**config.mk**
```make
export PLATFORM = sky130hd
export DESIGN_NAME = cc_miss_scheduler
export DESIGN_NICKNAME = d
export VERILOG_FILES = /design/src/rtl/cc_pkg.sv /design/src/rtl/cc_outstanding_cnt.sv /design/src/rtl/cc_miss_scheduler.sv
export SDC_FILE = /design/constraint.sdc
export NUM_CORES = 1
export LEC_CHECK = 0
export CELL_PAD_IN_SITES_DETAIL_PLACEMENT = 0
export CELL_PAD_IN_SITES_GLOBAL_PLACEMENT = 1
export CORE_ASPECT_RATIO = 0.8
export CORE_MARGIN = 8
export CORE_UTILIZATION = 25
export CTS_CLUSTER_DIAMETER = 40
export DETAILED_ROUTE_END_ITERATION = 8
export PLACE_DENSITY = 0.79
export SLEW_MARGIN = 20
export SYNTH_ARGS = -nofsm -noshare
export SYNTH_HDL_FRONTEND = slang
export SYNTH_SLANG_ARGS = --single-unit
```
**constraint.sdc**
```tcl
create_clock -name clk -period 2.3 [get_ports clk]
set_clock_uncertainty 0.15 [all_clocks]
set_input_delay 0.23 -clock clk [delete_from_list [all_inputs] [get_ports clk]]
set_output_delay 0.23 -clock clk [all_outputs]
set_load 0.02 [all_outputs]
```
**src/rtl/cc_pkg.sv**
```systemverilog
// Shared definitions for the cache-controller miss path: FSM states,
// AXI read-burst constants and line geometry.
package cc_pkg;

    localparam int unsigned ADDR_W     = 32;
    localparam int unsigned CNT_W      = 3;
    localparam int unsigned BEAT_W     = 3;
    localparam int unsigned LINE_BEATS = 8;
    // Byte-offset bits within one 8-byte beat; cleared on araddr.
    localparam int unsigned BEAT_OFF_W = 3;

    localparam logic [3:0] ARLEN_LINE   = 4'd7;
    localparam logic [2:0] ARSIZE_8B    = 3'd3;
    localparam logic [1:0] ARBURST_WRAP = 2'b10;

    typedef enum logic [0:0] {
        IDLE   = 1'b0,
        AR_REQ = 1'b1
    } cc_state_e;

endpackage

```
**src/rtl/cc_outstanding_cnt.sv**
```systemverilog
// Count of AR bursts issued whose last R beat has not yet arrived.
// Simultaneous issue and completion cancel; the count saturates at both ends.
module cc_outstanding_cnt
    import cc_pkg::*;
#(
    parameter int unsigned MAX_OUTSTANDING = 4
) (
    input  logic             clk,
    input  logic             rst_n,
    input  logic             inc_i,
    input  logic             dec_i,
    output logic [CNT_W-1:0] count_o,
    output logic             below_max_o,
    output logic             nonzero_o
);

    localparam logic [CNT_W-1:0] MAX_CNT = CNT_W'(MAX_OUTSTANDING);

    logic [CNT_W-1:0] count_q;
    logic [CNT_W-1:0] count_d;

    always_comb begin
        count_d = count_q;
        if (inc_i && !dec_i && (count_q != MAX_CNT)) begin
            count_d = count_q + CNT_W'(1);
        end else if (dec_i && !inc_i && (count_q != '0)) begin
            count_d = count_q - CNT_W'(1);
        end
    end

    always_ff @(posedge clk) begin
        if (!rst_n) begin
            count_q <= '0;
        end else begin
            count_q <= count_d;
        end
    end

    assign count_o     = count_q;
    assign below_max_o = (count_q < MAX_CNT);
    assign nonzero_o   = (count_q != '0);

endmodule

```
**src/rtl/cc_miss_scheduler.sv**
```systemverilog
// Turns tag-compare misses into critical-word-first AXI WRAP bursts and
// tracks the returning R beats to pace outstanding line fills.
module cc_miss_scheduler
    import cc_pkg::*;
#(
    parameter int unsigned MAX_OUTSTANDING = 4
) (
    input  logic              clk,
    input  logic              rst_n,

    input  logic              miss_valid_i,
    input  logic [ADDR_W-1:0] miss_addr_i,
    output logic              miss_ready_o,

    output logic              mem_arvalid_o,
    output logic [ADDR_W-1:0] mem_araddr_o,
    output logic [3:0]        mem_arlen_o,
    output logic [2:0]        mem_arsize_o,
    output logic [1:0]        mem_arburst_o,
    input  logic              mem_arready_i,

    input  logic              mem_rvalid_i,
    input  logic              mem_rlast_i,
    output logic              mem_rready_o,

    input  logic              miss_addr_fifo_full_i,
    output logic              miss_addr_fifo_wren_o,
    output logic [ADDR_W-1:0] miss_addr_fifo_wdata_o,

    output logic              fill_done_o,
    output logic [CNT_W-1:0]  outstanding_o,
    output logic              idle_o,
    output logic              proto_err_o
);

    localparam logic [BEAT_W-1:0] LAST_BEAT = BEAT_W'(LINE_BEATS - 1);

    cc_state_e                    state_q;
    cc_state_e                    state_d;
    logic [ADDR_W-1:BEAT_OFF_W]   addr_q;
    logic [ADDR_W-1:BEAT_OFF_W]   addr_d;
    logic [BEAT_W-1:0]            beat_q;
    logic [BEAT_W-1:0]            beat_d;
    logic                         err_q;
    logic                         err_d;

    logic accept;
    logic ar_hs;
    logic r_hs;
    logic below_max;
    logic nonzero;

    cc_outstanding_cnt #(
        .MAX_OUTSTANDING (MAX_OUTSTANDING)
    ) u_outstanding_cnt (
        .clk         (clk),
        .rst_n       (rst_n),
        .inc_i       (ar_hs),
        .dec_i       (fill_done_o),
        .count_o     (outstanding_o),
        .below_max_o (below_max),
        .nonzero_o   (nonzero)
    );

    // A completing fill frees a slot this cycle; the new AR cannot issue
    // before the decrement lands, so the limit still holds.
    assign miss_ready_o  = (state_q == IDLE) & ~miss_addr_fifo_full_i
                         & (below_max | fill_done_o) & rst_n;
    assign accept        = miss_valid_i & miss_ready_o;

    assign miss_addr_fifo_wren_o  = accept;
    assign miss_addr_fifo_wdata_o = miss_addr_i;

    assign mem_arvalid_o = (state_q == AR_REQ) & rst_n;
    assign mem_araddr_o  = {addr_q, {BEAT_OFF_W{1'b0}}};
    assign mem_arlen_o   = ARLEN_LINE;
    assign mem_arsize_o  = ARSIZE_8B;
    assign mem_arburst_o = ARBURST_WRAP;
    assign ar_hs         = mem_arvalid_o & mem_arready_i;

    assign mem_rready_o  = nonzero & rst_n;
    assign r_hs          = mem_rvalid_i & mem_rready_o;
    assign fill_done_o   = r_hs & mem_rlast_i;

    assign idle_o        = (state_q == IDLE) & ~nonzero;
    assign proto_err_o   = err_q;

    // Next state, captured address and beat/length checking.
    always_comb begin
        state_d = state_q;
        addr_d  = addr_q;
        beat_d  = beat_q;
        err_d   = err_q;

        case (state_q)
            IDLE: begin
                if (accept) begin
                    state_d = AR_REQ;
                    addr_d  = miss_addr_i[ADDR_W-1:BEAT_OFF_W];
                end
            end
            AR_REQ: begin
                if (mem_arready_i) begin
                    state_d = IDLE;
                end
            end
            default: state_d = IDLE;
        endcase

        // Any length violation resyncs the counter to the start of a burst.
        if (r_hs) begin
            if (mem_rlast_i) begin
                beat_d = '0;
                if (beat_q != LAST_BEAT) begin
                    err_d = 1'b1;
                end
            end else if (beat_q == LAST_BEAT) begin
                beat_d = '0;
                err_d  = 1'b1;
            end else begin
                beat_d = beat_q + BEAT_W'(1);
            end
        end
    end

    always_ff @(posedge clk) begin
        if (!rst_n) begin
            state_q <= IDLE;
            addr_q  <= '0;
            beat_q  <= '0;
            err_q   <= 1'b0;
        end else begin
            state_q <= state_d;
            addr_q  <= addr_d;
            beat_q  <= beat_d;
            err_q   <= err_d;
        end
    end

endmodule

```
==> results.md <==
* Status: completed
* First-pass GRT wire length at 7890 um
* Area grow syn2layout at 51.9%
* Postcts setup bufs at 0
* Max-Cap Viols at 0
* Sink Count at 37
* Post-synth ARST share at 0
* Setup WS post-layout at 0.106 ns
* Netlist cell types at 32
* Worst slew margin at 0.664
* Setup violators final at 0
* Drt first pass iters at 4
* Core outline area at 0.00729 mm2
* Power Dens Cells at 583 mW/mm2
* Initial antenna violation count at 0
* Critical path endpoint category: register
* Die Wd at 112 um
* TritonCTS buffer count at 5
* Vias in the first global route at 1557
* Global-route congestion overflow total at 0
* HP Class: register to register
* Cell Chain, Critical Path: o31ai_4, o211ai_2, fa_1, nor4_1, a311o_1, o21ai_1
* Via/cell ratio at 4.14
* Filler cells at 756
* Routed len/inst at 13.8 um
* Critical Path RT at 2.32 ns
* Drt total wl at 4990 um
* Port Buffer Count at 103
* Post-Synthesis Cells at 193
* Tot GR Track Use at 0.0929
* Gates resized, CTS repair at 0
* Share of layout cells above drive strength 1 at 0.0923
* Fin Setup TNS at 0 ns
* Worst slack at placement at -0.0163 ns
* Largest net degree at the start of global routing at 31
* CP arrival at 2.21 ns
* Diode count at 0
* Antenna Violating Nets Remaining at 0
* Final Instance Area at 0.00282 mm2
* # rows at 28
* Most common cell in the netlist: buf_4
* Initial Util at 0.255
* Number of synthesized flops with an enable pin at 0
* Least-Margin Pin Slew at 0.504 ns
* Final nets at 312
* Share of the synthesized area in the top cell type at 0.399
* CTS tree: done
* RSZ-0062 raised after global routing: no
* Hold WS at 0.309 ns
* Final min period at 2.19 ns
* Vias at 1495
* Io pins at 122
* Die Footprint at 0.0105 mm2
* Syn Std Cell Area at 0.00186 mm2
* CTS H-tree lvls at 2
* Final hold viol count at 0
* Yosys Warn Count at 0
* Max-slew violations at 0
* Instance area at placement at 0.00272 mm2
* Root Buffer: clkbuf_8
* Post-synth top cells: 45 x buf_4, 37 x dfxtp_1, 31 x nor2_1
* Final core occ at 0.387
* Crit Path Class: register to register
* Worst setup SP type: register
* Drt drc at 0
* Lkg Pwr at 1.27 nW
* Hold_buf cts at 0
* Critical Path Max Stage Delay at 0.42 ns
* Detailed Place HPWL at 3920 um
* Worst skew pair latency at 0.28 ns
* Maximum VDD drop at 0.227 mV
* Synth Flop Type: dfxtp_1
* Sequential-to-total area share from yosys stat at 0.399
* Syn avg cell area at 9.61 um2
* Die height at 93.1 um
* Fmax achieved at 456 MHz
* Clock transition at the registers of the reported paths at 0.08 ns
* CP max-delay cell: fa_1
* Synth top area cells: dfxtp_1 40%, buf_4 18%, mux2i_1 16%, nor2_1 6.3%, buf_6 1.8%
* Clock tree buffer depth at 2
* CP Max Fanout at 7
* Cell taking the most area after synthesis: dfxtp_1
* DRT iter0 DRCs at 48
* Synthesized flop and latch total at 37
* Gpl congestion at 0.698
* Crit share post-route at 0.954
==> logic make-up (layout without fill, tap and decap cells) <==
| family | after synthesis | after routing | synth area share |
|---|---|---|---|
| other | 2 | 12 | 0.00405 |
| and+or+nand+nor | 48 | 48 | 0.119 |
| xor gates and xnor gates | 2 | 2 | 0.00944 |
| muxes | 30 | 30 | 0.162 |
| AOI/OAI and AO/OA | 14 | 14 | 0.0627 |
| DFF | 37 | 37 | 0.399 |
| adders and majority gates | 3 | 3 | 0.0243 |
| buffers and inverters | 57 | 125 | 0.219 |
==> layout make-up <==
cell class | count | area, um2 | share of cell area
Multi-Input combinational cell | 109 | 746 | 0.265
Inverter | 5 | 18.8 | 0.00666
Tap cell | 90 | 113 | 0.0399
Sequential cell | 37 | 742 | 0.263
Timing Repair Buffer | 112 | 1100 | 0.390
Clock buffer | 7 | 96.3 | 0.0342
Clock inverter | 1 | 5.00 | 0.00178
==> sequential cells by signal, indices dropped and copies added, names as in the netlist <==
signal                     cells
state_q                        1
addr_q                        29
proto_err_o                    1
beat_q                         3
u_outstanding_cnt.count_o      3
==> worst max-delay path, delay by kind of cell (launching register included) <==
| kind | cells | cell delay [ns] |
|---|---|---|
| AOI/OAI and AO/OA | 4 | 0.71 |
| adders and majority gates | 1 | 0.42 |
| and+or+nand+nor | 1 | 0.41 |
| DFF | 1 | 0.39 |
==> metal layers <==
| layer | wire [um] | GRT usage | share of wire | vias to the layer above |
|---|---|---|---|---|
| li1 | - | - | - | 743 |
| met1 | 2050 | 0.102 | 0.41 | 685 |
| met2 | 2240 | 0.143 | 0.45 | 65 |
| met3 | 673 | 0.0650 | 0.13 | 2 |
| met4 | 23 | 0.0269 | 0.0046 | 0 |
| met5 | 0 | 0 | 0 | - |
==> stage by stage <==
step / power [mW] / std cells
after floorplan: 0.987 / 203
after global placement: 1.16 / 353
after detailed placement: 1.16 / 353
after CTS: 1.68 / 361
after global routing: 1.73 / 361
final: 1.64 / 361
==> worst paths after layout <==
check,cells after the start,slack (ns),startpoint,to
setup / recovery,6,0.11,u_outstanding_cnt.count_o[2],u_outstanding_cnt.count_o[2]
hold / removal,2,0.31,beat_q[1],beat_q[1]
setup reg to reg,6,0.11,u_outstanding_cnt.count_o[2],u_outstanding_cnt.count_o[2]
hold reg to reg,2,0.31,beat_q[1],beat_q[1]
==> power by group <==
part / leakage, nW / switching (mW) / total (mW) / internal [mW]
Sequential: 0.301 / 0.0310 / 0.702 / 0.671
Combinational: 0.917 / 0.220 / 0.445 / 0.225
Clock: 0.0542 / 0.225 / 0.496 / 0.271
==> layout by cell type (no fill, tap or decap), types with 2 or more instances in the layout <==
cell type | synthesis | layout
nor4_1 | 2 | 2
buf_4 | 45 | 9
clkbuf_8 | 0 | 7
dfxtp_1 | 37 | 36
conb_1 | 2 | 12
nand4b_1 | 2 | 2
inv_2 | 3 | 3
nand2_1 | 7 | 7
a21oi_1 | 2 | 2
clkdlybuf4s50_1 | 0 | 103
ha_1 | 2 | 2
o21ai_1 | 3 | 3
and3_1 | 2 | 2
a31oi_1 | 2 | 2
mux2i_1 | 30 | 30
nor2_1 | 31 | 31
inv_1 | 2 | 2
(Power assumes the default switching activity.)
